File: src/rtl/inst_pkg.sv
// Shared RV32I encoding constants and FSM state type for the instruction encoder.
package inst_pkg;

  localparam logic [6:0] OP_R      = 7'b0110011;
  localparam logic [6:0] OP_IMM    = 7'b0010011;
  localparam logic [6:0] OP_LOAD   = 7'b0000011;
  localparam logic [6:0] OP_STORE  = 7'b0100011;
  localparam logic [6:0] OP_BRANCH = 7'b1100011;
  localparam logic [6:0] OP_LUI    = 7'b0110111;
  localparam logic [6:0] OP_AUIPC  = 7'b0010111;
  localparam logic [6:0] OP_JAL    = 7'b1101111;
  localparam logic [6:0] OP_JALR   = 7'b1100111;

  localparam logic [2:0] F3_SLLI = 3'b001;
  localparam logic [2:0] F3_SRXI = 3'b101;

  typedef enum logic [1:0] {
    ST_IDLE  = 2'd0,
    ST_ENC   = 2'd1,
    ST_WRITE = 2'd2
  } state_e;

  // True when value[31:lsb] are all copies of one bit, i.e. value fits a signed field ending at lsb
  function automatic logic upper_uniform(input logic [31:0] value, input logic [4:0] lsb);
    logic [31:0] shifted;
    shifted = $signed(value) >>> lsb;
    return (shifted == 32'h0000_0000) || (shifted == 32'hFFFF_FFFF);
  endfunction

endpackage

File: src/rtl/inst_encoder_imm_pack.sv
// Combinational packer: places decoded fields and the immediate into an RV32I word
// and flags immediates that do not fit the selected format.
module imm_pack
  import inst_pkg::*;
(
  input  logic [6:0]  opcode,
  input  logic [4:0]  rd_addr,
  input  logic [4:0]  rs1_addr,
  input  logic [4:0]  rs2_addr,
  input  logic [2:0]  funct3,
  input  logic [6:0]  funct7,
  input  logic [31:0] imm,
  output logic [31:0] word,
  output logic        range_err
);

  // Format selection by opcode; shift-immediates reuse funct7 and a 5-bit shamt
  always_comb begin
    word      = 32'h0000_0000;
    range_err = 1'b0;
    case (opcode)
      OP_R: begin
        word      = {funct7, rs2_addr, rs1_addr, funct3, rd_addr, opcode};
        range_err = 1'b0;
      end
      OP_IMM: begin
        if ((funct3 == F3_SLLI) || (funct3 == F3_SRXI)) begin
          word      = {funct7, imm[4:0], rs1_addr, funct3, rd_addr, opcode};
          range_err = (imm[31:5] != 27'd0);
        end else begin
          word      = {imm[11:0], rs1_addr, funct3, rd_addr, opcode};
          range_err = !upper_uniform(imm, 5'd11);
        end
      end
      OP_LOAD, OP_JALR: begin
        word      = {imm[11:0], rs1_addr, funct3, rd_addr, opcode};
        range_err = !upper_uniform(imm, 5'd11);
      end
      OP_STORE: begin
        word      = {imm[11:5], rs2_addr, rs1_addr, funct3, imm[4:0], opcode};
        range_err = !upper_uniform(imm, 5'd11);
      end
      OP_BRANCH: begin
        word      = {imm[12], imm[10:5], rs2_addr, rs1_addr, funct3, imm[4:1], imm[11], opcode};
        range_err = imm[0] | !upper_uniform(imm, 5'd12);
      end
      OP_LUI, OP_AUIPC: begin
        word      = {imm[31:12], rd_addr, opcode};
        range_err = (imm[11:0] != 12'd0);
      end
      OP_JAL: begin
        word      = {imm[20], imm[10:1], imm[11], imm[19:12], rd_addr, opcode};
        range_err = imm[0] | !upper_uniform(imm, 5'd20);
      end
      default: begin
        word      = {25'd0, opcode};
        range_err = 1'b1;
      end
    endcase
  end

endmodule

File: src/rtl/inst_encoder.sv
// Instruction encoder: accepts a decoded field bundle, packs and range-checks it,
// then writes the word to IMEM at an auto-incrementing byte address.
module inst_encoder
  import inst_pkg::*;
#(
  parameter int unsigned       ADDR_W     = 32,
  parameter logic [ADDR_W-1:0] RESET_ADDR = {ADDR_W{1'b0}}
) (
  input  logic              clk,
  input  logic              rst_n,
  input  logic              in_valid,
  output logic              in_ready,
  input  logic [6:0]        opcode,
  input  logic [4:0]        rd_addr,
  input  logic [4:0]        rs1_addr,
  input  logic [4:0]        rs2_addr,
  input  logic [2:0]        funct3,
  input  logic [6:0]        funct7,
  input  logic [31:0]       imm,
  input  logic              base_load,
  input  logic [ADDR_W-1:0] base_addr,
  output logic              mem_we,
  output logic [ADDR_W-1:0] mem_addr,
  output logic [31:0]       mem_wdata,
  input  logic              mem_ready,
  output logic              err,
  output logic [7:0]        err_cnt
);

  state_e            state_r;
  logic              in_ready_r;
  logic              mem_we_r;
  logic [31:0]       mem_wdata_r;
  logic [ADDR_W-1:0] ptr_r;
  logic              err_r;
  logic [7:0]        err_cnt_r;

  logic [6:0]  opcode_r;
  logic [4:0]  rd_r;
  logic [4:0]  rs1_r;
  logic [4:0]  rs2_r;
  logic [2:0]  funct3_r;
  logic [6:0]  funct7_r;
  logic [31:0] imm_r;

  logic [31:0] word_s;
  logic        range_err_s;

  imm_pack u_imm_pack (
    .opcode    (opcode_r),
    .rd_addr   (rd_r),
    .rs1_addr  (rs1_r),
    .rs2_addr  (rs2_r),
    .funct3    (funct3_r),
    .funct7    (funct7_r),
    .imm       (imm_r),
    .word      (word_s),
    .range_err (range_err_s)
  );

  // Control FSM: capture in IDLE, encode/check in ENC, hold the write until IMEM accepts
  always_ff @(posedge clk) begin
    if (!rst_n) begin
      state_r     <= ST_IDLE;
      in_ready_r  <= 1'b1;
      mem_we_r    <= 1'b0;
      mem_wdata_r <= 32'h0000_0000;
      ptr_r       <= RESET_ADDR;
      err_r       <= 1'b0;
      err_cnt_r   <= 8'd0;
      opcode_r    <= 7'd0;
      rd_r        <= 5'd0;
      rs1_r       <= 5'd0;
      rs2_r       <= 5'd0;
      funct3_r    <= 3'd0;
      funct7_r    <= 7'd0;
      imm_r       <= 32'h0000_0000;
    end else begin
      case (state_r)
        ST_IDLE: begin
          // A same-cycle base_load retargets the bundle being accepted
          if (base_load) begin
            ptr_r <= base_addr;
          end
          if (in_valid) begin
            opcode_r   <= opcode;
            rd_r       <= rd_addr;
            rs1_r      <= rs1_addr;
            rs2_r      <= rs2_addr;
            funct3_r   <= funct3;
            funct7_r   <= funct7;
            imm_r      <= imm;
            in_ready_r <= 1'b0;
            state_r    <= ST_ENC;
          end
        end
        ST_ENC: begin
          mem_wdata_r <= word_s;
          if (range_err_s) begin
            err_r <= 1'b1;
            if (err_cnt_r != 8'hFF) begin
              err_cnt_r <= err_cnt_r + 8'd1;
            end
            in_ready_r <= 1'b1;
            state_r    <= ST_IDLE;
          end else begin
            mem_we_r <= 1'b1;
            state_r  <= ST_WRITE;
          end
        end
        ST_WRITE: begin
          if (mem_ready) begin
            mem_we_r   <= 1'b0;
            ptr_r      <= ptr_r + ADDR_W'(3'd4);
            in_ready_r <= 1'b1;
            state_r    <= ST_IDLE;
          end
        end
        default: begin
          mem_we_r   <= 1'b0;
          in_ready_r <= 1'b1;
          state_r    <= ST_IDLE;
        end
      endcase
    end
  end

  assign in_ready  = in_ready_r;
  assign mem_we    = mem_we_r;
  assign mem_addr  = ptr_r;
  assign mem_wdata = mem_wdata_r;
  assign err       = err_r;
  assign err_cnt   = err_cnt_r;

endmodule

File: config.mk
export PLATFORM = sky130hd
export DESIGN_NAME = inst_encoder
export DESIGN_NICKNAME = d
export VERILOG_FILES = /design/src/rtl/inst_pkg.sv /design/src/rtl/inst_encoder_imm_pack.sv /design/src/rtl/inst_encoder.sv
export SDC_FILE = /design/constraint.sdc
export NUM_CORES = 1
export LEC_CHECK = 0
export ABC_AREA = 1
export CORE_ASPECT_RATIO = 1.1
export CORE_UTILIZATION = 40
export DETAILED_ROUTE_END_ITERATION = 10
export PLACE_DENSITY_LB_ADDON = 0.1
export SLEW_MARGIN = 20
export SYNTH_ARGS = -nofsm -noshare
export SYNTH_HDL_FRONTEND = slang
export SYNTH_SLANG_ARGS = --single-unit
File: constraint.sdc
create_clock -name clk -period 4.6 [get_ports clk]
set_input_delay 1.15 -clock clk [delete_from_list [all_inputs] [get_ports clk]]
set_output_delay 1.15 -clock clk [all_outputs]
set_load 0.05 [all_outputs]
==> impl_results.md <==
* Clock sink count at 141
* Slew Limit Headroom at 0.306
* Mean Syn Cell Area at 6.83 sq um
* Status: finished, final reports clean
* Area of the multi-input gates at 3520 sq um
* Layout Skew at 0.0131 ns
* Cells after Synth at 996
* H-tree depth at 4
* Most frequent cells after synthesis: nand2_1 (215), dfxtp_1 (141), nor2_1 (131)
* Critical path fanouts, max at 7
* First-pass GRT wire length at 32,600 um
* Pwr dens at 354 nW/um^2
* XOR/XNOR Fraction of Synth Area at 0.0180
* Max VDD drop at 0.000249 V
* Pin count of the biggest net entering global routing at 88
* CTS root buf: clkbuf_16
* Initial core utilization at 0.413
* Area Overhead vs Synth at 36.5%
* Post-DR vias/cell at 5.20
* Unique masters post-synth at 37
* Top-count cell post-synth: nand2_1
* Post-synth EDFFs at 0
* Crit-path slowest cell: clkdlybuf4s50_1
* DRC viols at 0
* Crit path capture type: output pin
* Max Cap Violations at 0
* Num rows at 49
* Finished Layout Cells at ~1,400
* FMAX at 0.340 GHz
* Core ar. at 16,500 sq um
* Seq cells post-synth at 141
* Final ANT Viol Nets at 0
* WL/cell at 15.0 um
* DP HPWL at 14,700 um
* Cell accounting for the most synthesized area: dfxtp_1
* Synth warn at 0
* FF+latch area at 2820 sq um
* Post CTS Setup Buffer Count at 0
* Net Count, Synth at 1,099
* Post-synthesis sequential area ratio at 0.415
* Final core utilization at 0.563
* Ant. Diodes at 0
* Power Total at 0.00329 W
* CP Cell Sequence: clkdlybuf4s50_1
* RSZ-0062 raised after global routing: no
* Max-slew violation count at 0
* FF-to-FF setup slack at around 1.9 ns
* Cells after DPL at 1,333
* Worst skew pair latency at 0.42 ns
* Delay-heaviest family, CP: buffers and inverters
* CTS tree: built
* CTS Buf Count at 17
* Final Hold Slack at approximately 0.46 ns
* CP max stage delay at 0.87 ns
* Ys flop type: dfxtp_1
* Clock Pin Slew Worst Setup and Hold Paths at 0.07 ns
* Max Root-Sink Buffers at 2
* Cts repair resizes at 0
* Via Count at 7,098
* CP bufs+invs at 1
* Congestion Overflow GR at 0
* CP Launch Type: flip-flop
* Asr flop ratio synth at 0
* Cell area after synthesis at 6800 sq um
* Required time worst endpoint at between 3 and 4 ns
* Yosys top cell area share at 0.415
* Simple-Gate Fraction of Synth Area at 0.287
* Post-synthesis mux area share at 0
* Drt pass-1 iters at 6
* Largest family of logic cells by synthesized area: simple AND/OR/NAND/NOR gates
* Final setup violation count at 0
* Wirelength, routed at 20,400 um
* CTS hold repair buffers at 0
* Vias in the first global route at 6,486
* Fin crit period at 2.94 ns
* Nets at 1,251
* Pleak at 3.50 nW
* Post-Synth Adder-Cell Area at 0.00368
* Buffers on Ports at 175
* Critical path class: flip-flop to output pin
* Initial antenna violation count at 0
* DR iter-0 viols at approximately 540
* Compound-cell area share of the yosys netlist at 0.208
* Final hold vios at 0
* Area contributors post-synth: dfxtp_1 (41%), nand2_1 (12%), o21ai_0 (9.0%)
* DIE AREA at 17,500 sq um
* Tot GR Track Use at 0.235
* Final worst path period share at 0.640
* Slew @ Worst Pin at 1.04 ns
* Share of post-route cells with drive strength above 1 at 0.0706
* I/O pin count at 176
* Hold Path Class: flip-flop to flip-flop
* Fillers at 1,609
* Die Y at 139 um
* Placer congestion estimate at around 0.90
* Arr. time, crit path at 1.79 ns
* Die extent in x at about 130 um
* Setup TNS at 0 ns
[cell type report]
cell class,instances,area share
repair buffers,181,0.193
multi-input cells,732,0.379
clock inverters,13,0.0177
flip-flops and latches,141,0.304
inverters,75,0.0303
well taps,204,0.0275
clock buffers,19,0.0488
[sequential cells by signal, indices dropped and copies added, names as in the netlist, 2 cells and up]
register,cells
imm_r,32
mem_addr,32
mem_wdata,32
err_cnt,8
funct7_r,7
opcode_r,7
rd_r,5
rs1_r,5
rs2_r,5
funct3_r,3
state_r,2
[where the power goes]
part / internal, W / total [W] / leakage, nW / switching, W
Sequential: 0.00130 / 0.00137 / 1.16 / 0.0000710
Clock: 0.000884 / 0.00144 / 0.299 / 0.000552
Combinational: 0.000195 / 0.000485 / 2.04 / 0.000291
Total: 0.00238 / 0.00329 / 3.50 / 0.000914
[per-layer routing]
metal  track usage  wire (um)
met1         0.309       9360
met2         0.382       9490
met3        0.0467       1220
met4        0.0805        373
met5             0          0
[worst paths after layout]
| path | start | endpoint | cells past startpoint |
|---|---|---|---|
| min | mem_wdata[11] | mem_wdata[11] | 2 |
| min reg2reg | mem_wdata[11] | mem_wdata[11] | 2 |
| max | mem_addr[13] | mem_addr[13] | 1 |
| max reg2reg | state_r[0] | in_ready | 5 |
[per-stage QoR]
step / setup slack [ns] / instance area [sq um]
6_report: 1.66 / 9290
3_5_place_dp: 1.34 / 8670
4_1_cts: 1.66 / 9290
5_1_grt: 1.53 / 9290
3_3_place_gp: 1.36 / 8670
2_1_floorplan: 2.48 / 6800
[placed cells by master, fill, tap and decap left out, types with 4 or more instances in the layout]
master	n
o21ai_0	123
nand4_1	21
clkdlybuf4s50_1	174
a21oi_1	104
nand2_1	215
clkinv_4	4
dfxtp_1	141
o22ai_1	5
nand3_1	39
inv_1	67
clkbuf_16	17
buf_4	6
a31oi_1	6
or2_2	8
nor2_1	130
o211ai_1	7
nor2_2	7
xor2_1	7
inv_2	8
xnor2_1	7
nor3_1	11
nand2_2	11
[worst register-to-register path, stage by stage (launching register included)]
cell and delay (ns):
dfxtp_1 0.37, nand2_1 0.60, inv_1 1.01, nand4_1 0.36, a21oi_1 0.22, nand2_1 0.07
[cells by family after synthesis]
kind of cell | after synthesis
buf+inv | 123
simple gates | 452
xor+xnor | 14
compound gates | 264
fa+ha+maj | 2
flops | 141
Note: power is estimated with default switching activity, not from simulation.
